File: src/rtl/mod_counter_pkg.sv
// Shared constants, types and helpers for the mod-N BCD counter and its display scanner.
package mod_counter_pkg;

  localparam int unsigned MAX_DIGITS = 4;
  localparam int unsigned BCD_W      = 4 * MAX_DIGITS;

  typedef logic [3:0] bcd_t;

  // Glyphs as {a,b,c,d,e,f,g,dp}, active-high
  localparam logic [7:0] SEG_0     = 8'b11111100;
  localparam logic [7:0] SEG_1     = 8'b01100000;
  localparam logic [7:0] SEG_2     = 8'b11011010;
  localparam logic [7:0] SEG_3     = 8'b11110010;
  localparam logic [7:0] SEG_4     = 8'b01100110;
  localparam logic [7:0] SEG_5     = 8'b10110110;
  localparam logic [7:0] SEG_6     = 8'b10111110;
  localparam logic [7:0] SEG_7     = 8'b11100000;
  localparam logic [7:0] SEG_8     = 8'b11111110;
  localparam logic [7:0] SEG_9     = 8'b11110110;
  localparam logic [7:0] SEG_BLANK = 8'b00000000;

  // Elaboration-time binary to packed BCD (digit 0 in the low nibble)
  function automatic logic [BCD_W-1:0] to_bcd(input int value);
    logic [BCD_W-1:0] r;
    int v;
    r = '0;
    v = value;
    for (int d = 0; d < int'(MAX_DIGITS); d++) begin
      r[d*4 +: 4] = 4'(v % 10);
      v = v / 10;
    end
    return r;
  endfunction

  // Run-time binary to BCD by shift-and-add-3; inputs stay below 10000
  function automatic logic [BCD_W-1:0] bin2bcd(input logic [13:0] bin);
    logic [BCD_W-1:0] r;
    r = '0;
    for (int i = 13; i >= 0; i--) begin
      for (int d = 0; d < int'(MAX_DIGITS); d++) begin
        if (r[d*4 +: 4] >= 4'd5) r[d*4 +: 4] = r[d*4 +: 4] + 4'd3;
      end
      r = {r[BCD_W-2:0], bin[i]};
    end
    return r;
  endfunction

  // BCD +1 with per-digit carry
  function automatic logic [BCD_W-1:0] bcd_inc(input logic [BCD_W-1:0] b);
    logic [BCD_W-1:0] r;
    logic carry;
    r = b;
    carry = 1'b1;
    for (int d = 0; d < int'(MAX_DIGITS); d++) begin
      if (carry) begin
        if (r[d*4 +: 4] == 4'd9) begin
          r[d*4 +: 4] = 4'd0;
        end else begin
          r[d*4 +: 4] = r[d*4 +: 4] + 4'd1;
          carry = 1'b0;
        end
      end
    end
    return r;
  endfunction

  // BCD -1 with per-digit borrow
  function automatic logic [BCD_W-1:0] bcd_dec(input logic [BCD_W-1:0] b);
    logic [BCD_W-1:0] r;
    logic borrow;
    r = b;
    borrow = 1'b1;
    for (int d = 0; d < int'(MAX_DIGITS); d++) begin
      if (borrow) begin
        if (r[d*4 +: 4] == 4'd0) begin
          r[d*4 +: 4] = 4'd9;
        end else begin
          r[d*4 +: 4] = r[d*4 +: 4] - 4'd1;
          borrow = 1'b0;
        end
      end
    end
    return r;
  endfunction

  // Digit to segment glyph
  function automatic logic [7:0] seg_glyph(input bcd_t d);
    logic [7:0] s;
    case (d)
      4'd0:    s = SEG_0;
      4'd1:    s = SEG_1;
      4'd2:    s = SEG_2;
      4'd3:    s = SEG_3;
      4'd4:    s = SEG_4;
      4'd5:    s = SEG_5;
      4'd6:    s = SEG_6;
      4'd7:    s = SEG_7;
      4'd8:    s = SEG_8;
      4'd9:    s = SEG_9;
      default: s = SEG_BLANK;
    endcase
    return s;
  endfunction

endpackage

File: src/rtl/modn_bcd_counter_seg7_scan.sv
// Multiplexed common-anode 7-segment scanner with optional leading-zero blanking.
module seg7_scan
  import mod_counter_pkg::*;
#(
  parameter int unsigned NUM_DIGITS = 2,
  parameter int unsigned SCAN_DIV   = 2000,
  parameter int unsigned BLANK_LZ   = 0
) (
  input  logic        clk,
  input  logic        reset,
  input  logic [15:0] bcd,
  output logic [7:0]  segment,
  output logic [3:0]  ctrl
);

  localparam int unsigned SC_W = (SCAN_DIV > 1) ? $clog2(SCAN_DIV) : 1;
  localparam logic [SC_W-1:0] SC_LAST  = SC_W'(SCAN_DIV - 1);
  localparam logic [1:0]      IDX_LAST = 2'(NUM_DIGITS - 1);

  logic [SC_W-1:0] sc_q, sc_d;
  logic [1:0]      idx_q, idx_d;
  bcd_t            digit;
  logic [3:0]      blank_vec;
  logic            zero_above;
  logic [7:0]      seg_d;
  logic [3:0]      ctrl_d;

  // Scan counter and digit index advance, free-running
  always_comb begin
    sc_d  = sc_q + SC_W'(1);
    idx_d = idx_q;
    if (sc_q == SC_LAST) begin
      sc_d  = '0;
      idx_d = (idx_q == IDX_LAST) ? 2'd0 : idx_q + 2'd1;
    end
  end

  // A digit is blank when it and every digit above it are zero; digit 0 never is
  always_comb begin
    blank_vec  = '0;
    zero_above = 1'b1;
    for (int k = 3; k >= 1; k--) begin
      zero_above   = zero_above && (bcd[4*k +: 4] == 4'd0);
      blank_vec[k] = (BLANK_LZ != 0) && zero_above;
    end
  end

  // Glyph and anode select for the current index
  always_comb begin
    digit  = 4'(bcd >> {idx_q, 2'b00});
    seg_d  = blank_vec[idx_q] ? SEG_BLANK : seg_glyph(digit);
    ctrl_d = ~(4'b1000 >> idx_q);
  end

  // Scan state and display output registers
  always_ff @(posedge clk or negedge reset) begin
    if (!reset) begin
      sc_q    <= '0;
      idx_q   <= 2'd0;
      segment <= SEG_BLANK;
      ctrl    <= 4'b1111;
    end else begin
      sc_q    <= sc_d;
      idx_q   <= idx_d;
      segment <= seg_d;
      ctrl    <= ctrl_d;
    end
  end

endmodule

File: src/rtl/modn_bcd_counter.sv
// Modulo-N up/down counter with prescaler, load, terminal-count pulse and BCD display.
module modn_bcd_counter
  import mod_counter_pkg::*;
#(
  parameter int unsigned MODULUS    = 12,
  parameter int unsigned NUM_DIGITS = 2,
  parameter int unsigned TICK_DIV   = 2000000,
  parameter int unsigned SCAN_DIV   = 2000,
  parameter int unsigned BLANK_LZ   = 0,
  parameter int unsigned CNT_W      = $clog2(MODULUS)
) (
  input  logic             clk,
  input  logic             reset,
  input  logic             en,
  input  logic             up,
  input  logic             load,
  input  logic [CNT_W-1:0] load_val,
  output logic [CNT_W-1:0] q,
  output logic             tc,
  output logic [7:0]       segment,
  output logic [3:0]       ctrl
);

  localparam int unsigned PS_W = (TICK_DIV > 1) ? $clog2(TICK_DIV) : 1;
  localparam logic [PS_W-1:0]  PS_LAST  = PS_W'(TICK_DIV - 1);
  localparam logic [CNT_W-1:0] Q_LAST   = CNT_W'(MODULUS - 1);
  localparam logic [15:0]      WRAP_BCD = to_bcd(int'(MODULUS - 1));

  logic [PS_W-1:0]  ps_q, ps_d;
  logic [CNT_W-1:0] q_d, load_clamped;
  logic [15:0]      bcd_q, bcd_d;
  logic             tc_d;
  logic             tick;

  // Prescaler tick and out-of-range load clamp
  assign tick         = en && (ps_q == PS_LAST);
  assign load_clamped = ({1'b0, load_val} >= (CNT_W+1)'(MODULUS)) ? Q_LAST : load_val;

  // Next count: load wins over tick; wrap steps raise tc
  always_comb begin
    ps_d  = ps_q;
    q_d   = q;
    bcd_d = bcd_q;
    tc_d  = 1'b0;
    if (load) begin
      q_d   = load_clamped;
      bcd_d = bin2bcd(14'(load_clamped));
      ps_d  = '0;
    end else begin
      if (en) ps_d = tick ? '0 : ps_q + PS_W'(1);
      if (tick) begin
        if (up) begin
          if (q == Q_LAST) begin
            q_d   = '0;
            bcd_d = '0;
            tc_d  = 1'b1;
          end else begin
            q_d   = q + CNT_W'(1);
            bcd_d = bcd_inc(bcd_q);
          end
        end else begin
          if (q == '0) begin
            q_d   = Q_LAST;
            bcd_d = WRAP_BCD;
            tc_d  = 1'b1;
          end else begin
            q_d   = q - CNT_W'(1);
            bcd_d = bcd_dec(bcd_q);
          end
        end
      end
    end
  end

  // Counter state registers
  always_ff @(posedge clk or negedge reset) begin
    if (!reset) begin
      ps_q  <= '0;
      q     <= '0;
      bcd_q <= '0;
      tc    <= 1'b0;
    end else begin
      ps_q  <= ps_d;
      q     <= q_d;
      bcd_q <= bcd_d;
      tc    <= tc_d;
    end
  end

  seg7_scan #(
    .NUM_DIGITS (NUM_DIGITS),
    .SCAN_DIV   (SCAN_DIV),
    .BLANK_LZ   (BLANK_LZ)
  ) u_scan (
    .clk     (clk),
    .reset   (reset),
    .bcd     (bcd_q),
    .segment (segment),
    .ctrl    (ctrl)
  );

endmodule

File: config.mk
export PLATFORM = sky130hd
export DESIGN_NAME = modn_bcd_counter
export DESIGN_NICKNAME = d
export VERILOG_FILES = /design/src/rtl/mod_counter_pkg.sv /design/src/rtl/modn_bcd_counter_seg7_scan.sv /design/src/rtl/modn_bcd_counter.sv
export SDC_FILE = /design/constraint.sdc
export NUM_CORES = 1
export LEC_CHECK = 0
export ABC_AREA = 1
export CAP_MARGIN = 20
export CORE_ASPECT_RATIO = 1.5
export CORE_MARGIN = 4
export CORE_UTILIZATION = 43
export CTS_CLUSTER_SIZE = 16
export DETAILED_ROUTE_END_ITERATION = 16
export GPL_ROUTABILITY_DRIVEN = 0
export GPL_TIMING_DRIVEN = 0
export PLACE_DENSITY = 0.62
export SETUP_SLACK_MARGIN = 0.02
export SLEW_MARGIN = 40
export SYNTH_ARGS = -nofsm -noshare
export SYNTH_HDL_FRONTEND = slang
export SYNTH_SLANG_ARGS = --single-unit
File: constraint.sdc
create_clock -name clk -period 2.4 [get_ports clk]
set_input_delay 0.36 -clock clk [delete_from_list [all_inputs] [get_ports clk]]
set_output_delay 0.36 -clock clk [all_outputs]
set_load 0.02 [all_outputs]
======== Yosys cells after proc, flatten, opt, wreduce, memory -nomap -nowiden ========
Memories as Yosys holds them, arrays and structs flattened. A register that Yosys moved wholly into a read port is not among the register bits.
Cells that the tools add are included.
storage, ports and cells
  bits of input ports ..................... 9
  output and inout port bits .............. 17
  memories ................................ 1
  memory bits (read-only) ................. 112
  register bits ........................... 67
  logic and storage cells ................. 131
cells by class
  muxes and demuxes ....................... 73
  equal/unequal tests ..................... 11
  bitwise logic cells ..................... 1
  magnitude comparators ................... 3
  add/subtract/negate cells ............... 14
  reduce and logical (&&, ||, !) cells .... 15
  shifts and indexed selects .............. 2
memories
  name             depth  bits a word  rd ports  clocked after memory_dff  wr ports  line                   text
  (no name shown)  16     7            1         1                         0         mod_counter_pkg.sv:89  case (d)
operators with widths
  kind                   number
  $mux 4                 21
  $mux 16                5
  $mux 21                3
  $mux 1                 40
  $add 21x1->21 const B  1
  $eq 21x21->1 const B   1
  $add 4x1->4 const B    5
  $eq 4x4->1 const B     5
  $logic_not 4->1        5
  $sub 4x1->4 const B    5
  $shr 16x4->4           1
  $ne 4x1->1 const B     3
  $reduce_bool 4->1      3
  $add 11x1->11 const B  1
  $eq 11x11->1 const B   1
  $mux 11                1
  $reduce_and 3->1       3
  $mux 8                 1
  $add 3x2->4 const B    1
  $ge 4x4->1 const B     1
  $not 4->4              1
  $reduce_bool 2->1      2
  $shr 4x2->4 const A    1
  $ge 3x3->1 const B     1
  other kinds (7)        7

======== Longest topological paths before layout ========
Gate-level depths: netlist (run 1).
  depth in word-level cells ............... 21
  depth in mapped cells ................... 12
  mapped depth without buffers ............ 12

======== Cells and area by module ========
Synthesis (run 1) repeated with hierarchy kept, for this count alone.
second synthesis, totals
  cells, all modules ...................... 659
  area total of the unflattened synthesis .. 4665.7 sq um
by module, submodules not included
  module            cells an instance  times used  seq. area each (sq um)  area each (sq um)
  modn_bcd_counter  481                1           1051.0                  3240.6
  seg7_scan         178                1           605.6                   1425.1

======== Worst setup path before layout (run 1) ========
No wires, ideal clock.
  path kind ............................... register to register
  from .................................... reg u_scan.idx_q[0]
  to ...................................... reg u_scan.segment[4]
  stages on the path, launching flop included .. 12
  path slack .............................. 0.691 ns
  path buffers ............................ 0
  data required time ...................... 2.277 ns
  arrival time ............................ 1.585 ns
  setup time .............................. 0.123 ns
  period minus slack after synthesis ...... 1.709 ns
  cells stage by stage .................... dfrtp_1 > nor2_1 > inv_1 > o22ai_1 > a21oi_1 > o21ai_0 > inv_1 > ha_1 > inv_1 > o21ai_0 > nand2_1 > nand2_1
on the way
  longest elaborated chain between the ends .. 1
ends and longest elaborated chain
  item                      line                              text
  start: declaration        modn_bcd_counter_seg7_scan.sv:21  logic [1:0] idx_q, idx_d;
  start signal: assignment  modn_bcd_counter_seg7_scan.sv:64  idx_q <= idx_d;
  $shr 16x4->4              modn_bcd_counter_seg7_scan.sv:50  digit = 4'(bcd >> {idx_q, 2'b00});
  end: declaration          modn_bcd_counter_seg7_scan.sv:12  output logic [7:0] segment,
No other way between the ends.
A chain may end at the register's enable or synchronous reset.

======== Worst setup path in the final report (run 1) ========
Ends and elaborated chain as after synthesis.

==> metrics.csv, run 1 <==
metric;value;unit
vdd_ir_drop_max;0.397;mV
cts_max_path_buffers;2;
drt-vias-per-instance;5.15;
wl_per_cell;13.3;um
power_leakage;0.00249;uW
crit_path_end_kind;flip-flop;
antenna_found_initial;0;
clk_pin_slew;0.06;ns
status;completed;
p_total;3700;uW
layout.nets;696;
cts-resized-gates;0;
rsz0062_at_grt;false;
finalHoldViolCount;0;
instances_no_fill;787;
dp_hpwl;7940;um
syn_nets;661;
cts_tree;done;
h-tree-depth;3;
grt.overflow.total;0;
grt_pass1_wl;18500;um
arrival;2.33;ns
synth_ff_type;dfrtp_1;
seq_area;1660;um^2
die_area;12000;um^2
layout-drive-gt1-share;0.0746;
power_density;730;nW/um^2
drt_wl_total;10500;um
cts-root-buf;clkbuf_16;
worstPathMaxFanout;6;
startpoint;u_scan.idx_q[0];
start_util;0.437;
fmax;484;MHz
post-cts-setup-buffer-count;0;
drc_errors;0;
first_global_vias;3996;
syn-cell-area;4400;um^2
synth_top_area_share;0.352;
first_pass_iters;5;
finalCoreUtilization;0.503;
layout_setup_ws;0.335;ns
synth-seq-cells;66;
grt.total_usage;0.188;
async_reset_ff_frac;1.00;
vias;4054;
antenna_cells;0;
cp-start-kind;flip-flop;
setup_viol;0;
synth_most_common_cell;nand2_1;
yosysWarningCount;0;
rows;45;
num-fill-cells;967;
tightest_slew;0.679;ns
multi_input_area;2360;um^2
yosys-top-cells-area;dfrtp_1 (35%), nand2_1 (15%), nand3_1 (7.8%);
die_w;90.6;um
r2r-start;u_scan.idx_q[0];
drtIter0Drc;169;
cts_buffers;9;
antenna_left;0;
syn_inst;630;
tns;0;ns
final.period_utilization;0.860;
synthTopCellsByCount;nand2_1 (179), inv_1 (83), nand3_1 (69), nor2_1 (68), dfrtp_1 (62);
port_buffers;22;
syn_area_per_cell;6.99;um^2
layout_min_cycle_time;2.06;ns
io_pins;26;
syn_to_final_growth;15.2;%
slew_headroom;0.543;
worstHoldPathType;primary input to asynchronous set/reset pin;
maxCapViolCount;0;
clk_latency;0.33;ns
ys_types;40;
core_area;10100;um^2
worstSetupPathType;flip-flop to flip-flop;
ys_seq_area_frac;0.376;
synth_edf_count;0;
drv_slew;0;
dp.cells;770;
detailedPlace.worstSlack;0.295;ns
die-height;132;um
fin_skew;0.00807;ns
grt_max_degree;39;
cts.sink_count;66;
synth_area_leader_cell;dfrtp_1;
crit_required;2.67;ns
==> routing by layer <==
metal  part of all wire  vias up  global-route usage  wire length (um)
met5                  0        -                   0                 0
met4              0.026        0              0.0818               269
met3              0.030       23              0.0343               313
met2               0.52       76               0.333              5490
met1               0.42     1859               0.219              4430
li1                   -     2096                   -                 -
==> metrics by stage <==
step / hold slack [ns] / cell area [um^2]
6_report: 0.464 / 5070
2_1_floorplan: 0.0644 / 4400
3_5_place_dp: 0.255 / 4790
4_1_cts: 0.468 / 5070
3_3_place_gp: 0.447 / 4770
5_1_grt: 0.483 / 5070
==> area by class of cell <==
type | instances | area share
inverters | 85 | 0.0629
flip-flops and latches | 66 | 0.327
clock inverters | 6 | 0.00814
repair buffers | 24 | 0.0496
multi-input cells | 468 | 0.465
plain buffers | 11 | 0.0141
clock buffers | 10 | 0.0452
well taps | 117 | 0.0289
==> placed cells by master, fill, tap and decap left out, types with 3 or more instances in the layout <==
cell | netlist | final
clkdlybuf4s50_1 | 0 | 21
o21ai_1 | 3 | 3
nand2_1 | 179 | 179
nor3_1 | 7 | 7
clkbuf_16 | 0 | 9
nand3_2 | 3 | 3
o21ai_0 | 39 | 39
xnor2_1 | 3 | 3
buf_6 | 2 | 3
nand4_1 | 10 | 10
clkinvlp_4 | 0 | 3
nor2_1 | 68 | 68
dfstp_2 | 4 | 4
o211ai_1 | 3 | 3
buf_4 | 3 | 3
nand2_2 | 3 | 3
clkbuf_1 | 3 | 4
dfrtp_1 | 62 | 62
inv_1 | 83 | 83
nand3_1 | 69 | 69
a21oi_1 | 20 | 20
nor2_2 | 6 | 6
ha_1 | 22 | 22
xor2_1 | 8 | 8
o22ai_1 | 4 | 4
==> logic make-up (layout without fill, tap and decap cells) <==
logic type,count (synthesis),in the layout,share of synthesized area
and+or+nand+nor,358,358,0.356
buffers and inverters,96,136,0.0887
AOI/OAI and AO/OA,76,76,0.0941
DFF,66,66,0.376
adders and majority gates,22,22,0.0625
xor gates and xnor gates,11,11,0.0219
other,1,1,0.000852
==> report_power, final <==
part	switching [uW]	leakage [uW]	internal [uW]	total [uW]
clock network	503	0.000125	698	1200
registers	135	0.000855	1240	1370
logic	697	0.00151	432	1130
total	1330	0.00249	2370	3700
==> sequential cells by signal, indices dropped and copies added, names as in the netlist <==
signal          flops
u_scan.sc_q        11
u_scan.idx_q        2
bcd_q              16
tc                  1
q                   4
ps_q               21
u_scan.segment      7
u_scan.ctrl         4
==> critical path, cell delays in order, from the launching register on <==
cell	delay, ns
dfrtp_1	0.44
nor2_1	0.25
inv_1	0.13
o22ai_1	0.16
a21oi_1	0.06
o21ai_0	0.17
inv_1	0.16
ha_1	0.31
inv_1	0.04
o21ai_0	0.15
nand2_1	0.06
nand2_1	0.05
==> what timing repair did <==
action                                  4_1_cts  5_1_grt
endpoints found under the setup margin        0        0
endpoints found under the hold margin        27        0
hold buffers                                  1        0
==> path summary, 6_finish.rpt <==
path	cells after the start	endpoint	slack, ns
min reg2reg	1	u_scan.sc_q[0]	0.47
max	11	u_scan.segment[4]	0.34
max reg2reg	11	u_scan.segment[4]	0.34
max in group asynchronous	3	u_scan.ctrl[1]	1.38
min in group clk	1	u_scan.sc_q[0]	0.47
min	2	ps_q[8]	0.46
Power figures use the tool's default switching activity.
==> run 2: changes to the inputs <==
- CELL_PAD_IN_SITES_DETAIL_PLACEMENT: default -> 0
- CELL_PAD_IN_SITES_GLOBAL_PLACEMENT: default -> 1
- PLACE_DENSITY: 0.62 -> 0.8
- SLEW_MARGIN: 40 -> 20
==> metrics.csv, run 2 (synthesis gave the netlist of run 1 again) <==
metric;value;unit;change
drc_errors;0;;unchanged
antenna_cells;0;;unchanged
critical_path_buf_inv_count;3;;unchanged
layout_min_cycle_time;1.99;ns;was 2.06 ns
p_int;2480;uW;was 2370 uW
power_frac_clock;0.352;;was 0.325
grt.overflow.total;0;;unchanged
crit_top_cell;inv_1;;unchanged
cts-root-buf;clkbuf_16;;unchanged
power_density;763;nW/um^2;was 730 nW/um^2
detailedPlace.worstSlack;0.276;ns;was 0.295 ns
seq_power_share;0.353;;was 0.370
clk_latency;0.34;ns;was 0.33 ns
wl_per_cell;14.0;um;was 13.3 um
maxCapViolCount;0;;unchanged
largest_reg_flops;21;;unchanged
p_sw_frac;0.363;;was 0.361
core_area;10100;um^2;unchanged
setup_viol;0;;unchanged
worstSetupPathType;flip-flop to flip-flop;;unchanged
cts_tree;done;;unchanged
first_global_vias;3908;;was 3996
die_area;12000;um^2;unchanged
status;completed;;unchanged
final.period_utilization;0.828;;was 0.860
vdd_ir_drop_max;0.398;mV;was 0.397 mV
grt.total_usage;0.193;;was 0.188
comb_power_share;0.294;;was 0.305
fin_skew;0.00833;ns;was 0.00807 ns
h-tree-depth;3;;unchanged
cts_max_path_buffers;2;;unchanged
port_buffers;22;;unchanged
drt-vias-per-instance;5.14;;was 5.15
slew_headroom;0.479;;was 0.543
drt_wl_total;11100;um;was 10500 um
finalHoldViolCount;0;;unchanged
regMostFlops;ps_q;;unchanged
io_pins;26;;unchanged
power_leakage;0.00250;uW;was 0.00249 uW
layout.nets;696;;unchanged
cts-resized-gates;0;;unchanged
reg_top3;ps_q x21, bcd_q x16, u_scan.sc_q x11;;unchanged
antenna_left;0;;unchanged
grt_max_degree;39;;unchanged
cts.sink_count;66;;unchanged
cp-start-kind;flip-flop;;unchanged
dp_hpwl;8460;um;was 7940 um
final_common_cell;nand2_1;;unchanged
first_pass_iters;4;;was 5
start_util;0.437;;unchanged
syn_to_final_growth;15.8;%;was 15.2%
arrival;2.21;ns;was 2.33 ns
cts_buffers;9;;unchanged
critPathMaxStageDelay;0.44;ns;about the same
grt_pass1_wl;18600;um;was 18500 um
critical-path-top-delay-family;compound AO/OA/AOI/OAI gates;;unchanged
r2r-start;u_scan.idx_q[0];;unchanged
drtIter0Drc;184;;was 169
vias;4045;;was 4054
die-height;132;um;unchanged
die_w;90.6;um;unchanged
tightest_slew;0.774;ns;was 0.679 ns
worstHoldPathType;primary input to asynchronous set/reset pin;;unchanged
r2r_setup_slack;0.41;ns;was 0.34 ns
rows;45;;unchanged
startpoint;u_scan.idx_q[0];;unchanged
crit_required;2.62;ns;was 2.67 ns
num-fill-cells;987;;was 967
clk_pin_slew;0.06;ns;about the same
worstPathMaxFanout;6;;unchanged
layout_common_cells;nand2_1 (179), inv_1 (83), nand3_1 (69);;unchanged
crit_chain;nor2_1, inv_1, o22ai_1, a21oi_1, o21ai_0, inv_1, ha_1, inv_1, o21ai_0, nand2_1, nand2_1;;unchanged
power_switching;1410;uW;was 1330 uW
drv_slew;0;;unchanged
rsz0062_at_grt;false;;unchanged
layout-drive-gt1-share;0.0761;;was 0.0746
finalCoreUtilization;0.506;;was 0.503
layout_setup_ws;0.412;ns;was 0.335 ns
antenna_found_initial;0;;unchanged
fmax;503;MHz;was 484 MHz
crit_path_end_kind;flip-flop;;unchanged
crit_slowest_cell;dfrtp_1;;unchanged
-- run 2: area by class of cell --
type / count / area [um^2] / share of cell area
well taps: 117 / 146 / 0.0287
repair buffers: 24 / 248 / 0.0486
flip-flops and latches: 66 / 1660 / 0.325
clock inverters: 7 / 76.3 / 0.0150
multi-input cells: 468 / 2360 / 0.462
clock buffers: 9 / 225 / 0.0442
plain buffers: 11 / 71.3 / 0.0140
inverters: 85 / 319 / 0.0626
-- run 2: worst paths after layout --
kind                                          end  cells after the start
worst max-delay path            u_scan.segment[4]                     11
worst min-delay path                      ps_q[2]                      2
worst max register to register  u_scan.segment[4]                     11
worst min register to register     u_scan.sc_q[0]                      1
max in group asynchronous          u_scan.ctrl[2]                      3
min in group clk                   u_scan.sc_q[0]                      1
-- run 2: metrics by stage --
step	instance area (um^2)	total power (uW)	hold slack, ns	setup TNS (ns)	std cells
2_1_floorplan	4400	2170	0.0644	0	630
3_3_place_gp	4770	2510	0.448	-88.83	769
3_5_place_dp	4790	2540	0.321	0	770
4_1_cts	5100	3910	0.496	0	787
5_1_grt	5100	4130	0.516	0	787
6_report	5100	3890	0.482	0	787
-- run 2: repair_timing --
item,CTS,global route
setup buffers,0,0
hold buffers,1,0
hold endpoints to repair,26,0
-- run 2: metal layers --
layer / GRT usage / wire length (um) / vias to the layer above
li1: - / - / 2097
met1: 0.226 / 4680 / 1871
met2: 0.342 / 5760 / 59
met3: 0.0348 / 363 / 18
met4: 0.0818 / 255 / 0
met5: 0 / 0 / -
-- run 2: power by group through the flow --
stage / Combinational (uW) / Sequential [uW] / Clock (uW)
after CTS: 1150 / 1370 / 1380
after global placement: 1120 / 1390 / 0
after detailed placement: 1140 / 1390 / 0
final: 1140 / 1370 / 1370
after floorplan: 746 / 1420 / 0
after global routing: 1300 / 1390 / 1440
-- run 2: worst register-to-register path, stage by stage, from the launching register on --
cell and delay (ns):
dfrtp_1 0.44, nor2_1 0.21, inv_1 0.10, o22ai_1 0.15
a21oi_1 0.05, o21ai_0 0.17, inv_1 0.17, ha_1 0.32
inv_1 0.07, o21ai_0 0.08, nand2_1 0.06, nand2_1 0.05
==> run 3: changes to the inputs <==
- CORE_UTILIZATION: 43 -> 40
- PLACE_DENSITY: 0.8 -> 0.78
- clock period: 2.4 -> 1.65 ns (I/O delays scaled with it)
==> metrics.csv, run 3 (synthesis gave the netlist of run 1 again) <==
metric;value;unit;change
crit_path_end_kind;flip-flop;;unchanged
core_area;10600;um^2;was 10100 um^2
cts-root-buf;clkbuf_16;;unchanged
io_pins;26;;unchanged
seq_area;1670;um^2;was 1660 um^2
die_area;12800;um^2;was 12000 um^2
status;completed;;unchanged
finalHoldViolCount;0;;unchanged
crit_required;1.92;ns;was 2.62 ns
endpoint;u_scan.segment[4];;unchanged
fmax;612;MHz;was 503 MHz
final.period_utilization;0.990;;was 0.828
rsz0062_at_grt;true;;was false
cp-start-kind;flip-flop;;unchanged
cts_tree;done;;unchanged
gr-usage-met2;0.342;;about the same
h-tree-depth;3;;unchanged
die-height;136;um;was 132 um
slew_headroom;0.618;;was 0.479
die_w;93.7;um;was 90.6 um
layout.nets;727;;was 696
final_common_cell;nand2_1;;unchanged
drt-vias-per-instance;5.05;;was 5.14
cts_max_path_buffers;2;;unchanged
worstSetupPathType;flip-flop to flip-flop;;unchanged
reg2reg_depth;11;;unchanged
largest_reg_flops;21;;unchanged
clk_latency;0.33;ns;was 0.34 ns
wl_per_cell;14.0;um;about the same
worstPathMaxFanout;5;;was 6
fin_skew;0.00494;ns;was 0.00833 ns
layout_setup_ws;0.0162;ns;was 0.412 ns
maxCapViolCount;0;;unchanged
power_density;1000;nW/um^2;was 763 nW/um^2
grt.overflow.total;0;;unchanged
start_util;0.414;;was 0.437
startpoint;u_scan.idx_q[0];;unchanged
fin_hold_ws;0.314;ns;was 0.482 ns
num-fill-cells;1027;;was 987
vias;4265;;was 4045
reg_top3;ps_q x21, bcd_q x16, u_scan.sc_q x11;;unchanged
antenna_found_initial;0;;unchanged
cts_buffers;9;;unchanged
rr_endpoint;u_scan.segment[4];;unchanged
vdd_ir_drop_max;0.632;mV;was 0.398 mV
antenna_left;0;;unchanged
rows;46;;was 45
antenna_cells;0;;unchanged
setup_viol;0;;unchanged
grt_max_degree;55;;was 39
first_global_vias;4017;;was 3908
regMostFlops;ps_q;;unchanged
power_leakage;0.00276;uW;was 0.00250 uW
drc_errors;0;;unchanged
first_pass_iters;5;;was 4
layout-drive-gt1-share;0.235;;was 0.0761
syn_to_final_growth;32.1;%;was 15.8%
tightest_slew;0.572;ns;was 0.774 ns
drt_wl_total;11800;um;was 11100 um
detailedPlace.worstSlack;-0.332;ns;was 0.276 ns
grtUsageMet3;0.0418;;was 0.0348
worstHoldPathType;primary input to asynchronous set/reset pin;;unchanged
cts.sink_count;66;;unchanged
arrival;1.90;ns;was 2.21 ns
port_buffers;22;;unchanged
busiest_layer;met2;;unchanged
layout_common_cells;nand2_1 (160), inv_1 (66), nand3_1 (61);;was nand2_1 (179), inv_1 (83), nand3_1 (69)
dp_hpwl;8210;um;was 8460 um
layout_min_cycle_time;1.63;ns;was 1.99 ns
drv_slew;0;;unchanged
drtIter0Drc;105;;was 184
clk_pin_slew;0.06;ns;about the same
r2r-start;u_scan.idx_q[0];;unchanged
r2r_setup_slack;0.02;ns;was 0.41 ns
use_met1;0.210;;was 0.226
grt_pass1_wl;18800;um;was 18600 um
multi_input_area;2770;um^2;was 2360 um^2
grt.total_usage;0.187;;was 0.193
[run 3: changes by cell type in the layout (fill, tap and decap cells not counted), sizes merged]
cell,previous run,this run
buf,9,39
clkdlybuf4s50,21,13
dlygate4sd2,0,5
clkbuf,13,16
dlymetal6s2s,0,3
clkinv,2,4
inv,87,85
bufinv,1,0
clkinvlp,2,1
[run 3: worst min path at each step]
stage | from | endpoint | slack (ns) | cells past startpoint
6_report | reset | ps_q[15] | 0.31 | 2
5_1_grt | reset | ps_q[15] | 0.33 | 2
4_1_cts | reset | ps_q[15] | 0.32 | 2
3_5_place_dp | reset | ps_q[15] | 0.12 | 1
3_3_place_gp | u_scan.sc_q[0] | u_scan.sc_q[0] | 0.44 | 1
2_1_floorplan | reset | bcd_q[0] | -0.05 | 0
[run 3: report_power, final]
part           leakage [uW]  internal [uW]  switching, uW  total [uW]
registers          0.000844           1800            181        1980
clock network      0.000129           1010            736        1750
logic               0.00178            843           1260        2110
[run 3: metrics by stage]
stage	area [um^2]	setup TNS [ns]	std cells	util	total power, uW
2_1_floorplan	4410	0	630	-	3160
3_3_place_gp	4810	-137.76	796	0.452	3650
3_5_place_dp	4840	-9.00	797	0.454	3690
4_1_cts	5430	-0.0168	832	0.510	5670
5_1_grt	5820	-1.51	845	0.546	6220
6_report	5820	0	845	0.546	5840
[run 3: timing repair]
action / 4_1_cts / 5_1_grt
resized for setup: 64 / 81
hold buffers: 1 / 0
cloned: 0 / 1
setup buffers: 18 / 13
hold endpoints to repair: 12 / 0
endpoints found under the setup margin: 54 / 53
pin swaps: 11 / 20
[run 3: critical path, cell delays in order (launching register included)]
cell and delay, ns:
dfrtp_2 0.47, nor2_4 0.15, inv_2 0.06, o22ai_2 0.12, a21oi_2 0.05, o21ai_2 0.09
inv_2 0.10, ha_4 0.27, inv_2 0.04, o21ai_2 0.10, nand2_1 0.06, nand2_1 0.05
[run 3: cell type report]
| class | count | share of cell area |
|---|---|---|
| multi-input cells | 468 | 0.475 |
| flip-flops and latches | 66 | 0.287 |
| repair buffers | 56 | 0.0916 |
| inverters | 85 | 0.0579 |
| clock buffers | 11 | 0.0400 |
| well taps | 144 | 0.0310 |
| plain buffers | 10 | 0.0123 |
| clock inverters | 5 | 0.00538 |
[run 3: per-layer routing]
layer | wire length [um] | vias up
met5 | 0 | -
met4 | 278 | 0
met3 | 495 | 28
met2 | 6320 | 79
met1 | 4700 | 1988
li1 | - | 2170
==> RTL edit (config.mk and constraints of run 1) <==
Change the parameter `TICK_DIV` from 2000000 to 4000000.
--- a/src/rtl/modn_bcd_counter.sv
+++ b/src/rtl/modn_bcd_counter.sv
@@ -4,7 +4,7 @@
 #(
   parameter int unsigned MODULUS    = 12,
   parameter int unsigned NUM_DIGITS = 2,
-  parameter int unsigned TICK_DIV   = 2000000,
+  parameter int unsigned TICK_DIV   = 4000000,
   parameter int unsigned SCAN_DIV   = 2000,
   parameter int unsigned BLANK_LZ   = 0,
   parameter int unsigned CNT_W      = $clog2(MODULUS)
Formal check against the unedited RTL: same outputs for any inputs over 10 cycles, from zero or initial values and one cycle with reset low; that may be too few to reach the edited logic, so the function may still have changed.
==> RTL edit against run 1 <==
Power rose by 2.4%; sequential cell count grew 1; wire length up 5.5%; area after synthesis rose by 3.0%; final area rose by 4.3%; worst setup slack gained 0.12 ns; via count up 3.2%.
==> RTL edit: results (changes against run 1) <==
[status]
outcome = finished, final reports clean

[cells_and_area]
reg.largest.list = ps_q: 22 flops, bcd_q: 16 flops, u_scan.sc_q: 11 flops
n_fill_cell = 990  ; +2.4%
drive_gt1_share_pct = 10.8  ; +3.3 points
nNetsFinal = 705  ; +1.3%
synthToLayoutAreaGrowth_pct = 16.7
antennaDiodeCount = 0  ; unchanged

[clock_tree]
cts_resized = 0  ; unchanged
htreeDepth = 3  ; unchanged
clockRootBuffer = clkbuf_16
cts_buffers = 9  ; unchanged
cts-hold-fix-buffers = 1  ; unchanged
cts_max_path_buffers = 2  ; unchanged
clkTransAtPathRegs_ns = 0.06  ; about the same
cts_setup_buffers = 0  ; unchanged
insertion_delay_ns = 0.33  ; about the same

[global_routing]
track_usage_pct = 18.9  ; +0.087 points
grt_pass1_vias = 4131  ; +3.4%
grt_start_max_net_pins = 53  ; +36%
antenna_found_initial = 0  ; unchanged
grt_first_pass_wirelength_um = 18800  ; +1.8%

[critical_path]
path_delay_family = compound AO/OA/AOI/OAI gates
crit_fanout = 9  ; +3
arrival_ns = 2.20  ; -0.13 ns
slowest_delay_ns = 0.50  ; +0.06 ns
reg2reg_from = q[0]
crit_slowest_cell = a21oi_2
crit_start = q[0]

[worst_hold_path]
min_path_type = primary input to async pin

[routing]
drt_iter0_markers = 195  ; +15%
viasPerCell = 5.10  ; -0.97%
dr.pass1.iters = 4  ; -1
avgRoutedWirePerCell_um = 13.5  ; +1.2%
vias = 4183  ; +3.2%

[placed_design]
dp_worst_setup_slack_ns = 0.205  ; -0.0904 ns
dp_cells = 803  ; +4.3%
io_buffers = 24  ; +9.1%
place_area_um2 = 4980  ; +3.9%
dpl.hpwl_um = 8510  ; +7.2%

[synthesis]
synth_nets = 668  ; +1.1%
ys_seq_area_share_pct = 37.1  ; -0.53 points
synth.avg_cell_area_um2 = 7.12  ; +1.8%
synth_common_cells = nand2_1, nor2_1, dfrtp_1
async_flop_share_pct = 100  ; unchanged
synthFlopType = dfrtp_1
ys_warn_count = 0  ; unchanged
synth_cell_types = 43  ; +7.5%
synth_area_leaders = dfrtp_1, nand2_1, nand3_1

[pwr]
p_leak_nw = 2.55  ; +2.7%
ir_drop_v = 0.000349  ; -12%

[sta]
worst_pin_slew_ns = 0.568  ; -0.111 ns
clock-skew-final_ns = 0.00438  ; -0.00368 ns

-- RTL edit: cells by family (layout without fill, tap and decap cells) --
kind of cell | count (synthesis) | in the layout | share of synthesized area [%]
fa+ha+maj | 22 | 22 | 6.07
buf+inv | 82 | 124 | 7.62
compound gates | 75 | 75 | 8.89
other cells | 1 | 1 | 0.0827
simple gates | 372 | 372 | 36.8
xor+xnor | 18 | 18 | 3.48
flops | 67 | 67 | 37.1
-- RTL edit: layout make-up --
class	count	share of cell area, %
timing repair buffer	26	5.27
clock buffer	9	4.26
buffer	11	1.47
tap	141	3.33
multi-input combinational	488	47.4
inverter	71	5.06
clock inverter	7	1.44
sequential	67	31.8
-- RTL edit: worst reg2reg max path, stage by stage, from the launching register on --
cell	delay (ns)
dfrtp_1	0.48
inv_1	0.12
ha_1	0.30
a21oi_2	0.50
nand2_1	0.15
nand2_1	0.08
o21ai_0	0.08
o21ai_1	0.15
-- RTL edit: path summary, 6_finish.rpt --
kind                                        to  slack [ns]  cells past startpoint
worst min register to register  u_scan.sc_q[2]        0.50                      1
worst min-delay path                   ps_q[1]        0.42                      2
min in group clk                u_scan.sc_q[2]        0.50                      1
max in group asynchronous       u_scan.ctrl[1]        1.43                      3
worst max register to register        bcd_q[8]        0.45                      7
worst max-delay path                  bcd_q[8]        0.45                      7
-- RTL edit: report_power, final --
| group | internal [mW] | switching, mW | leakage (nW) |
|---|---|---|---|
| combinational | 0.411 | 0.676 | 1.54 |
| clock | 0.811 | 0.525 | 0.142 |
| sequential | 1.25 | 0.117 | 0.870 |
| total | 2.47 | 1.32 | 2.55 |
-- RTL edit: per-layer routing --
metal | vias to the layer above | routed length [um] | track usage (%)
li1 | 2127 | - | -
met1 | 1975 | 4500 | 20.5
met2 | 60 | 6010 | 35.2
met3 | 21 | 282 | 2.43
met4 | 0 | 283 | 9.59
met5 | - | 0 | 0
